$ cat src/rtl/gpio_pad_ctrl.sv
// GPIO pad controller: per-channel input sync/debounce/edge-irq and registered pad outputs.
// Optional PWM output source is compiled in when GPIO_PWM_EN is defined.
module gpio_pad_ctrl #(
    parameter int unsigned          NUM_GPIO        = 32,
    parameter int unsigned          SYNC_STAGES     = 2,
    parameter logic [NUM_GPIO-1:0]  DEBOUNCE_MASK   = NUM_GPIO'(2),
    parameter int unsigned          DEBOUNCE_CYCLES = 500000,
    parameter int unsigned          PWM_BITS        = 8
) (
    input  logic                         clk_i,
    input  logic                         rst_i,
    input  logic [NUM_GPIO-1:0]          pad_in_i,
    output logic [NUM_GPIO-1:0]          pad_out_o,
    output logic [NUM_GPIO-1:0]          pad_oe_o,
    input  logic [NUM_GPIO-1:0]          gpio_out_i,
    input  logic [NUM_GPIO-1:0]          gpio_oe_i,
    output logic [NUM_GPIO-1:0]          gpio_in_o,
    input  logic [NUM_GPIO-1:0]          irq_rise_en_i,
    input  logic [NUM_GPIO-1:0]          irq_fall_en_i,
    input  logic [NUM_GPIO-1:0]          irq_clr_i,
    output logic [NUM_GPIO-1:0]          irq_status_o,
    output logic                         irq_o,
    input  logic [NUM_GPIO-1:0]          pwm_en_i,
    input  logic [NUM_GPIO*PWM_BITS-1:0] pwm_duty_i
);

    localparam int unsigned     DB_W     = $clog2(DEBOUNCE_CYCLES + 1);
    localparam logic [DB_W-1:0] DB_LAST  = DB_W'(DEBOUNCE_CYCLES - 1);
    localparam int unsigned      ARM_W    = $clog2(SYNC_STAGES + 2);
    localparam logic [ARM_W-1:0] ARM_LAST = ARM_W'(SYNC_STAGES + 1);

    logic [SYNC_STAGES-1:0][NUM_GPIO-1:0] r_sync;
    logic [NUM_GPIO-1:0]                  w_sync;
    logic [NUM_GPIO-1:0]                  w_stable;
    logic [NUM_GPIO-1:0]                  r_prev;
    logic [NUM_GPIO-1:0]                  w_rise;
    logic [NUM_GPIO-1:0]                  w_fall;
    logic [NUM_GPIO-1:0]                  w_irq_set;
    logic [NUM_GPIO-1:0]                  r_irq_status;
    logic                                 r_irq;
    logic [NUM_GPIO-1:0]                  r_pad_out;
    logic [NUM_GPIO-1:0]                  r_pad_oe;
    logic [NUM_GPIO-1:0]                  w_out_next;
    logic [ARM_W-1:0]                     r_arm_cnt;
    logic                                 r_arm;

    always_ff @(posedge clk_i) begin
        if (rst_i) begin
            r_sync <= '0;
        end else begin
            r_sync <= {r_sync[SYNC_STAGES-2:0], pad_in_i};
        end
    end

    assign w_sync = r_sync[SYNC_STAGES-1];

    // Arms edge detection once the synchroniser and stable/prev stages hold real pad data.
    always_ff @(posedge clk_i) begin
        if (rst_i) begin
            r_arm_cnt <= '0;
            r_arm     <= 1'b0;
        end else if (!r_arm) begin
            if (r_arm_cnt == ARM_LAST) begin
                r_arm <= 1'b1;
            end else begin
                r_arm_cnt <= r_arm_cnt + 1'b1;
            end
        end
    end

    for (genvar g = 0; g < NUM_GPIO; g++) begin : g_chan
        if (DEBOUNCE_MASK[g]) begin : g_db
            logic [DB_W-1:0] r_db_cnt;
            logic            r_stable;

            // Until armed, stable follows sync so the pad level at reset is captured without an edge.
            always_ff @(posedge clk_i) begin
                if (rst_i) begin
                    r_db_cnt <= '0;
                    r_stable <= 1'b0;
                end else if (!r_arm) begin
                    r_db_cnt <= '0;
                    r_stable <= w_sync[g];
                end else if (w_sync[g] == r_stable) begin
                    r_db_cnt <= '0;
                end else if (r_db_cnt == DB_LAST) begin
                    r_db_cnt <= '0;
                    r_stable <= w_sync[g];
                end else begin
                    r_db_cnt <= r_db_cnt + 1'b1;
                end
            end

            assign w_stable[g] = r_stable;
        end else begin : g_nodb
            logic r_stable;

            always_ff @(posedge clk_i) begin
                if (rst_i) begin
                    r_stable <= 1'b0;
                end else begin
                    r_stable <= w_sync[g];
                end
            end

            assign w_stable[g] = r_stable;
        end
    end

    assign w_rise    = w_stable & ~r_prev;
    assign w_fall    = ~w_stable & r_prev;
    assign w_irq_set = r_arm ? ((w_rise & irq_rise_en_i) | (w_fall & irq_fall_en_i))
                             : '0;

    // A new edge in the same cycle as its clear keeps the status bit set.
    always_ff @(posedge clk_i) begin
        if (rst_i) begin
            r_prev       <= '0;
            r_irq_status <= '0;
            r_irq        <= 1'b0;
        end else begin
            r_prev       <= w_stable;
            r_irq_status <= (r_irq_status & ~irq_clr_i) | w_irq_set;
            r_irq        <= |r_irq_status;
        end
    end

`ifdef GPIO_PWM_EN
    logic [PWM_BITS-1:0]               r_pwm_cnt;
    logic [NUM_GPIO-1:0][PWM_BITS-1:0] r_duty;
    logic [NUM_GPIO-1:0][PWM_BITS-1:0] w_duty_cur;
    logic [NUM_GPIO-1:0]               w_pwm;

    always_ff @(posedge clk_i) begin
        if (rst_i) begin
            r_pwm_cnt <= '0;
            r_duty    <= '0;
        end else begin
            r_pwm_cnt <= r_pwm_cnt + 1'b1;
            r_duty    <= w_duty_cur;
        end
    end

    // The duty sampled at count 0 governs the whole period, including that first cycle.
    for (genvar g = 0; g < NUM_GPIO; g++) begin : g_pwm
        assign w_duty_cur[g] = (r_pwm_cnt == '0) ? pwm_duty_i[g*PWM_BITS +: PWM_BITS]
                                                 : r_duty[g];
        assign w_pwm[g]      = (r_pwm_cnt < w_duty_cur[g]);
    end

    assign w_out_next = (pwm_en_i & w_pwm) | (~pwm_en_i & gpio_out_i);
`else
    logic w_unused_pwm;
    assign w_unused_pwm = ^{pwm_en_i, pwm_duty_i};
    assign w_out_next   = gpio_out_i;
`endif

    always_ff @(posedge clk_i) begin
        if (rst_i) begin
            r_pad_out <= '0;
            r_pad_oe  <= '0;
        end else begin
            r_pad_out <= w_out_next;
            r_pad_oe  <= gpio_oe_i;
        end
    end

    assign pad_out_o    = r_pad_out;
    assign pad_oe_o     = r_pad_oe;
    assign gpio_in_o    = w_stable;
    assign irq_status_o = r_irq_status;
    assign irq_o        = r_irq;

endmodule

$ cat config.mk
export PLATFORM = sky130hd
export DESIGN_NAME = gpio_pad_ctrl
export DESIGN_NICKNAME = d
export VERILOG_FILES = /design/src/rtl/gpio_pad_ctrl.sv
export SDC_FILE = /design/constraint.sdc
export NUM_CORES = 1
export LEC_CHECK = 0
export CAP_MARGIN = 15
export CORE_AREA = 2 2 235 237
export DETAILED_ROUTE_END_ITERATION = 10
export DIE_AREA = 0 0 237 239
export PLACE_DENSITY_LB_ADDON = 0.1
export SYNTH_ARGS = -nofsm -noshare
export SYNTH_HDL_FRONTEND = slang
export SYNTH_SLANG_ARGS = --single-unit
export TNS_END_PERCENT = 10
$ cat constraint.sdc
create_clock -name clk_i -period 2.3 [get_ports clk_i]
set_input_delay 0.345 -clock clk_i [delete_from_list [all_inputs] [get_ports clk_i]]
set_output_delay 0.345 -clock clk_i [all_outputs]
set_load 0.02 [all_outputs]
==> After elaboration in Yosys (flattened, before gate mapping) <==
Index checks and enable logic that the tools add are counted.
{ "classes": {"add_sub_neg": 2, "n_eq_ne": 5, "mux": 6, "bitwise": 12, "n_reduce_logical": 4} }
{ "op_table": {"columns": ["cell", "count"], "rows": [
  ["AND 32 bit", 5],
  ["inverter 32 bit", 3],
  ["OR 32 bit", 2],
  ["2-to-1 mux 32 bit", 1],
  ["OR reduction 32 bit", 1],
  ["adder 19 x 1 -> 19 bit, second input constant", 1],
  ["equality test 19 bit, second input constant", 1],
  ["2-to-1 mux 1 bit", 5],
  ["AND reduction 2 bit", 2],
  ["OR reduction 4 bit", 1],
  ["adder 2 x 1 -> 2 bit, second input constant", 1],
  ["equality test 2 bit, second input constant", 1],
  ["!= test 2 x 1 -> 1 bit, second input constant", 1],
  ["!= test 2 bit, second input constant", 1],
  ["inverter 1 bit", 2],
  ["equality test 1 bit", 1]
]} }
{ "totals": {"reg_bits": 247, "in_bits": 482, "out_inout_bits": 129, "word_cells": 71} }

==> Depth between registers and ports, before layout <==
Gate-level depths: netlist of run 1.
{ "logic_depth": {"word_depth": 6, "ltp_mapped": 6, "depth_no_buf": 5} }

==> Worst setup path after synthesis of run 1 <==
Ideal clock, no wire load.
{ "synth_timing": {"kind": "register -> register", "start": "register g_chan[1].g_db.r_db_cnt[15]", "end": "register g_chan[1].g_db.r_db_cnt[14]", "setup_time_ps": 115, "t_arrival_ps": 1718, "required_ps": 2185, "slack_ps": 468, "stages_incl_launch_ff": 6, "path_buffers": 1, "period_less_slack_ps": 1832, "cell_sequence": "dfxtp_1 nand3_1 or4b_2 o211ai_2 buf_4 nor2_1"} }
{ "synth_between": {"elab_chain_cells": 2} }
{ "synth_rtl": {"columns": ["element", "line_no", "source"], "rows": [
  ["start, declared", "73", "logic [DB_W-1:0] r_db_cnt;"],
  ["start signal, assigned", "90", "r_db_cnt <= r_db_cnt + 1'b1;"],
  ["equality test 19 bit", "86", "end else if (r_db_cnt == DB_LAST) begin"],
  ["OR reduction 4 bit (no line)", null, null]
]} }
Every way passes these cells.
A chain may end at the register's enable or synchronous reset.

==> Worst setup path after layout of run 1 <==
{ "layout_timing": {"start": "register g_chan[1].g_db.r_db_cnt[5]", "end": "register g_chan[1].g_db.r_db_cnt[17]"} }
{ "layout_between": {"elab_chain_cells": 2, "elab_cells_between_ends": 3, "cone_classes": "add/sub: 1; eq/ne: 1; reduce/logical: 1"} }
{ "layout_rtl": {"columns": ["element"], "rows": [
  ["branches (longest 2 deep; another with adder 19 x 1 -> 19 bit)"]
]} }
Several ways; the timed one is not identified.

==> results_dict.tcl, run 1 <==
set metrics [dict create \
    power.density_nw_per_um2 813 \
    pwr-share-comb_pct 8.5 \
    grt_max_degree 78 \
    io_buffers 322 \
    ys_ff_latch 247 \
    postCtsSetupBuffers 0 \
    wire_per_inst_um 14.2 \
    cts_resized 0 \
    vias 6232 \
    clock-sinks 247 \
    hpwl_um 18600 \
    fin_nets 1585 \
    numCtsBuffers 35 \
    synth.cell_area_um2 8120 \
    chipHeight_um 239 \
    grt_pass1_vias 6296 \
    ys_types 32 \
    setup_viol 0 \
    area_growth_pct 61.0 \
    die_area_um2 56600 \
    hold_viol 0 \
    gp_congestion 0.721 \
    worstSkewPairLatency_ns 0.54 \
    clkSlewWorstSetupHoldPaths_ns 0.06 \
    synthArstFlopShare_pct 0 \
    grt_setup_unrepaired "false" \
    antenna_found_initial 4 \
    status "finished, final reports clean" \
    cts_hold_buf 0 \
    first_pass_iters 4 \
    critical_path_class "register to register" \
    slew_headroom_pct 56.6 \
    cellLeakagePower_nw 4.65 \
    gr-total-overflow 0 \
    whs_ns 0.182 \
    arrival_ns 2.50 \
    utilization_pct 24.1 \
    grt_pass1_wl_um 38500 \
    syn_nets 1278 \
    vdd_ir_drop_max_uv 378 \
    p_seq_share_pct 42.6 \
    pin_count 611 \
    drv_cap 0 \
    cts_tree "built" \
    drv_slew 0 \
    ant_nets 0 \
    switchingPower_mw 2.48 \
    crit_required_ns 2.78 \
    drc_errors 0 \
    drt_iter0_drc 156 \
    start_kind "register" \
    setup-tns-final_ns 0 \
    die_w_um 237 \
    multi_input_area_um2 2810 \
    pwr-share-clk_pct 48.9 \
    fin_crit_sh_pct 88.0 \
    synth_cells 794 \
    fmax_ghz 0.494 \
    core-area_um2 54300 \
    synth_edf_count 0 \
    tightest_slew_ns 0.645 \
    layout-drive-gt1-share_pct 6.42 \
    rows 86 \
    routed_via_density 3.41 \
    regArea_um2 4950 \
    switching_share_pct 23.3 \
    start_util_pct 14.9 \
    fin_crit_ns 2.02 \
    synth-warning-count 0 \
    cp-end-kind "register" \
    grt_usage_pct 9.01 \
    intPower_mw 8.16 \
    final.setup_skew_ns 0.0212 \
    hold_class "input pin to register" \
    ys_seq_area_share_pct 60.9 \
    synth_flop_cell "dfxtp_1" \
    clk_path_buf_depth 3 \
    avgSynthCellArea_um2 10.2 \
    htreeDepth 2 \
    root_buffer "clkbuf_16" \
    fill_cells 5803 \
    routed_wl_um 26000 \
    critical_path.max_fanout 8 \
]
[state kept, by name, summed over array words and instances (netlist names)]
| register | cells |
|---|---|
| r_arm | 1 |
| irq_status_o | 32 |
| pad_oe_o | 32 |
| irq_o | 1 |
| w_sync | 32 |
| r_prev | 32 |
| g_chan.g_db.r_db_cnt | 19 |
| r_sync | 32 |
| g_chan.g_nodb.r_stable | 31 |
| pad_out_o | 32 |
| g_chan.g_db.r_stable | 1 |
| r_arm_cnt | 2 |
[worst max-delay path, cell delays in order, from the launching register on]
cell and delay, ns:
dfxtp_1 0.42, nand3_1 0.19, or4_1 0.68, or4_4 0.53, a21oi_2 0.13
[layout by cell type, fill, tap and decap left out, types with 2 or more instances in the layout]
master / instances
a21oi_1: 38
buf_12: 2
buf_4: 9
clkbuf_1: 8
clkbuf_16: 36
clkbuf_8: 7
clkdlybuf4s50_1: 321
clkinv_2: 3
dfxtp_1: 246
ha_1: 2
inv_1: 3
inv_6: 2
nand2_1: 41
nand3_1: 6
nand3b_1: 32
nand4_1: 3
nor2_1: 53
nor2b_1: 224
nor4_1: 11
o21ai_0: 37
o31ai_1: 3
or3_1: 2
or3_2: 2
or4_1: 3
xnor2_1: 10
xor2_1: 3
[area by class of cell]
| type | instances | area share, % |
|---|---|---|
| Clock buffer | 50 | 7.75 |
| Timing Repair Buffer | 333 | 25.5 |
| Inverter | 3 | 0.0861 |
| Multi-Input combinational cell | 481 | 21.4 |
| Tap cell | 704 | 6.73 |
| Clock inverter | 8 | 0.660 |
| Sequential cell | 247 | 37.8 |
| Antenna cell | 1 | 0.0191 |
[worst paths after layout]
path | startpoint | end | slack (ns) | cells past startpoint
hold reg to reg | r_sync[1] | w_sync[1] | 0.42 | 1
setup reg to reg | g_chan[1].g_db.r_db_cnt[5] | g_chan[1].g_db.r_db_cnt[17] | 0.28 | 4
hold / removal | rst_i | r_prev[21] | 0.18 | 2
setup / recovery | g_chan[1].g_db.r_db_cnt[5] | g_chan[1].g_db.r_db_cnt[17] | 0.28 | 4
[logic make-up after synthesis]
family,count (synthesis),share of synthesized area [%]
muxes,1,0.139
adders and majority gates,2,0.308
and+or+nand+nor,385,27.5
xor gates and xnor gates,13,1.40
AOI/OAI and AO/OA,80,5.16
DFF,247,60.9
buffers and inverters,66,4.59
[metrics by stage]
stage                     setup WS, ns  power [mW]  area, µm²  instances
final                            0.277        10.6      13100       1827
after global routing             0.158        11.2      13100       1827
after CTS                        0.200        11.0      13100       1826
after detailed placement         0.282        5.55      12000       1768
after global placement           0.304        5.54      12000       1768
after floorplan                  0.468        4.95       8120        794
[Yosys cell counts (6+ instances only)]
master	instances	share of area, %
nor4_1	11	0.85
nand3b_1	32	3.0
clkbuf_1	29	1.3
nand2_1	41	1.9
a21oi_1	38	2.3
xnor2_1	10	1.1
nor2_1	53	2.4
nand3_1	6	0.37
buf_4	33	3.0
nor2b_1	224	17
o21ai_0	37	2.3
dfxtp_1	247	61
[per-layer routing]
metal | global-route usage [%] | share of wire [%]
met5 | 0 | 0.11
met3 | 4.64 | 10
met1 | 10.7 | 43
met2 | 13.6 | 43
met4 | 3.74 | 2.9
[power by group through the flow]
stage	clock, mW	sequential [mW]	combinational (mW)
2_1_floorplan	0	4.66	0.285
3_3_place_gp	0	4.62	0.922
3_5_place_dp	0	4.63	0.923
4_1_cts	5.50	4.53	0.929
5_1_grt	5.65	4.55	0.984
6_report	5.20	4.53	0.905
No activity file was read; power rests on OpenSTA's default activity.
==> run 2, diff against run 1 <==
--- a/config.mk
+++ b/config.mk
@@ -7,6 +7,7 @@
 export LEC_CHECK = 0
 export CAP_MARGIN = 15
 export CORE_AREA = 2 2 235 237
+export CTS_BUF_LIST = sky130_fd_sc_hd__clkbuf_8
 export DETAILED_ROUTE_END_ITERATION = 10
 export DIE_AREA = 0 0 237 239
 export PLACE_DENSITY_LB_ADDON = 0.1
==> run 2 against run 1 <==
Net effect: largest cell class unchanged; cell area is 0.29% lower; combinational power barely moved; register-to-register slack about the same; maximum frequency decreased by 3.2%; sequential share of layout area rose by 0.11 points; sequential power about the same; clock-buffer cell count up 10.
==> results_dict.tcl, run 2 (synthesis gave the netlist of run 1 again) <==
set metrics [dict create \
    hold_viol 0 \
    grtUsageMet2_pct 13.5 \
    slew_headroom_pct 56.6 \
    clk_path_buf_depth 3 \
    core-area_um2 54300 \
    cts_resized 0 \
    area_growth_pct 60.6 \
    die_w_um 237 \
    status "finished, final reports clean" \
    crit_slowest_cell "clkdlybuf4s50_1" \
    drv_cap 0 \
    r2r_start "g_chan[1].g_db.r_db_cnt[5]" \
    max_stage_delay_ns 0.70 \
    cp-end-kind "output port" \
    clock-sinks 247 \
    root_buffer "clkbuf_8" \
    rows 86 \
    chipHeight_um 239 \
    routed_wl_um 26100 \
    layout-drive-gt1-share_pct 8.43 \
    vdd_ir_drop_max_uv 378 \
    final_cell_mix "321 x clkdlybuf4s50_1, 246 x dfxtp_1, 224 x nor2b_1, 61 x clkbuf_8, 53 x nor2_1" \
    vias 6332 \
    wire_per_inst_um 14.0 \
    grt_usage_pct 9.10 \
    antenna_found_initial 6 \
    ant_nets 0 \
    met1_usage_pct 10.7 \
    grt_pass1_vias 6447 \
    drc_errors 0 \
    final_common_cell "clkdlybuf4s50_1" \
    first_pass_iters 4 \
    drv_slew 0 \
    hold_class "input pin to register" \
    fin_crit_ns 2.09 \
    io_buffers 322 \
    cpLargestDelayFamily "buffers and inverters" \
    top_usage_layer "met2" \
    power.density_nw_per_um2 788 \
    critical_path_class "register to output port" \
    fin_crit_sh_pct 90.9 \
    pin_count 611 \
    r2r_cells 4 \
    setup_viol 0 \
    start_kind "register" \
    gp_congestion 0.721 \
    drt_iter0_drc 138 \
    fin_nets 1601 \
    postCtsSetupBuffers 0 \
    cts_hold_buf 0 \
    rrSetupSlack_ns 0.29 \
    crit_required_ns 1.96 \
    tightest_slew_ns 0.644 \
    hp-start "rst_i" \
    dp.cells 1768 \
    die_area_um2 56600 \
    routed_via_density 3.41 \
    whs_path_depth 2 \
    r2r_end "g_chan[1].g_db.r_db_cnt[17]" \
    start_util_pct 14.9 \
    arrival_ns 1.74 \
    min_to "r_prev[21]" \
    hpwl_um 18600 \
    worstSkewPairLatency_ns 0.62 \
    gr-total-overflow 0 \
    worst-path-buf-inv 1 \
    clkSlewWorstSetupHoldPaths_ns 0.06 \
    grt_pass1_wl_um 38900 \
    fmax_ghz 0.478 \
    grt_setup_unrepaired "false" \
    path_cells "clkdlybuf4s50_1" \
    cts_tree "built" \
    setup-tns-final_ns 0 \
    critical_path.max_fanout 3 \
    grt_max_degree 78 \
    met3_usage_pct 5.07 \
    final.setup_skew_ns 0.0270 \
    cellLeakagePower_nw 4.70 \
    stdcell_count 1858 \
    htreeDepth 2 \
    numCtsBuffers 51 \
]
## run 2: layout make-up
| class | instances | area (µm²) |
|---|---|---|
| tap | 704 | 881 |
| multi-input combinational | 481 | 2810 |
| clock inverter | 27 | 231 |
| timing repair buffer | 333 | 3330 |
| clock buffer | 60 | 826 |
| antenna | 3 | 7.51 |
| sequential | 247 | 4950 |
| fill | 5841 | 41300 |
| inverter | 3 | 11.3 |
## run 2: power by group
| part | switching (mW) | internal (mW) |
|---|---|---|
| clock network | 2.03 | 2.81 |
| logic | 0.362 | 0.543 |
| registers | 0.0858 | 4.44 |
| total | 2.48 | 7.80 |
## run 2: layer usage
| layer | vias to the layer above | part of all wire (%) |
|---|---|---|
| met2 | 255 | 43 |
| met1 | 2816 | 43 |
| met5 | - | 0.11 |
| met4 | 6 | 3.1 |
| met3 | 67 | 11 |
| li1 | 3188 | - |
## run 2: worst max path at each step
stage,endpoint,slack [ns],startpoint,depth (start not counted)
CTS,irq_status_o[0],0.10,irq_status_o[0],1
global placement,g_chan[1].g_db.r_db_cnt[18],0.30,g_chan[1].g_db.r_db_cnt[0],5
finish,irq_status_o[0],0.21,irq_status_o[0],1
global route,irq_status_o[0],0.08,irq_status_o[0],1
detailed placement,g_chan[1].g_db.r_db_cnt[16],0.28,g_chan[1].g_db.r_db_cnt[0],5
floorplan,g_chan[1].g_db.r_db_cnt[14],0.47,g_chan[1].g_db.r_db_cnt[15],5
## run 2: per-stage QoR
step / util, % / power [mW] / hold slack [ns] / cell area, µm² / setup slack (ns)
4_1_cts: 24.0 / 10.6 / 0.0587 / 13000 / 0.104
3_3_place_gp: 22.0 / 5.54 / 0.417 / 12000 / 0.304
6_report: 24.0 / 10.3 / 0.116 / 13000 / 0.210
2_1_floorplan: - / 4.95 / 0.414 / 8120 / 0.468
3_5_place_dp: 22.0 / 5.55 / 0.420 / 12000 / 0.282
5_1_grt: 24.0 / 10.9 / 0.0603 / 13000 / 0.0800
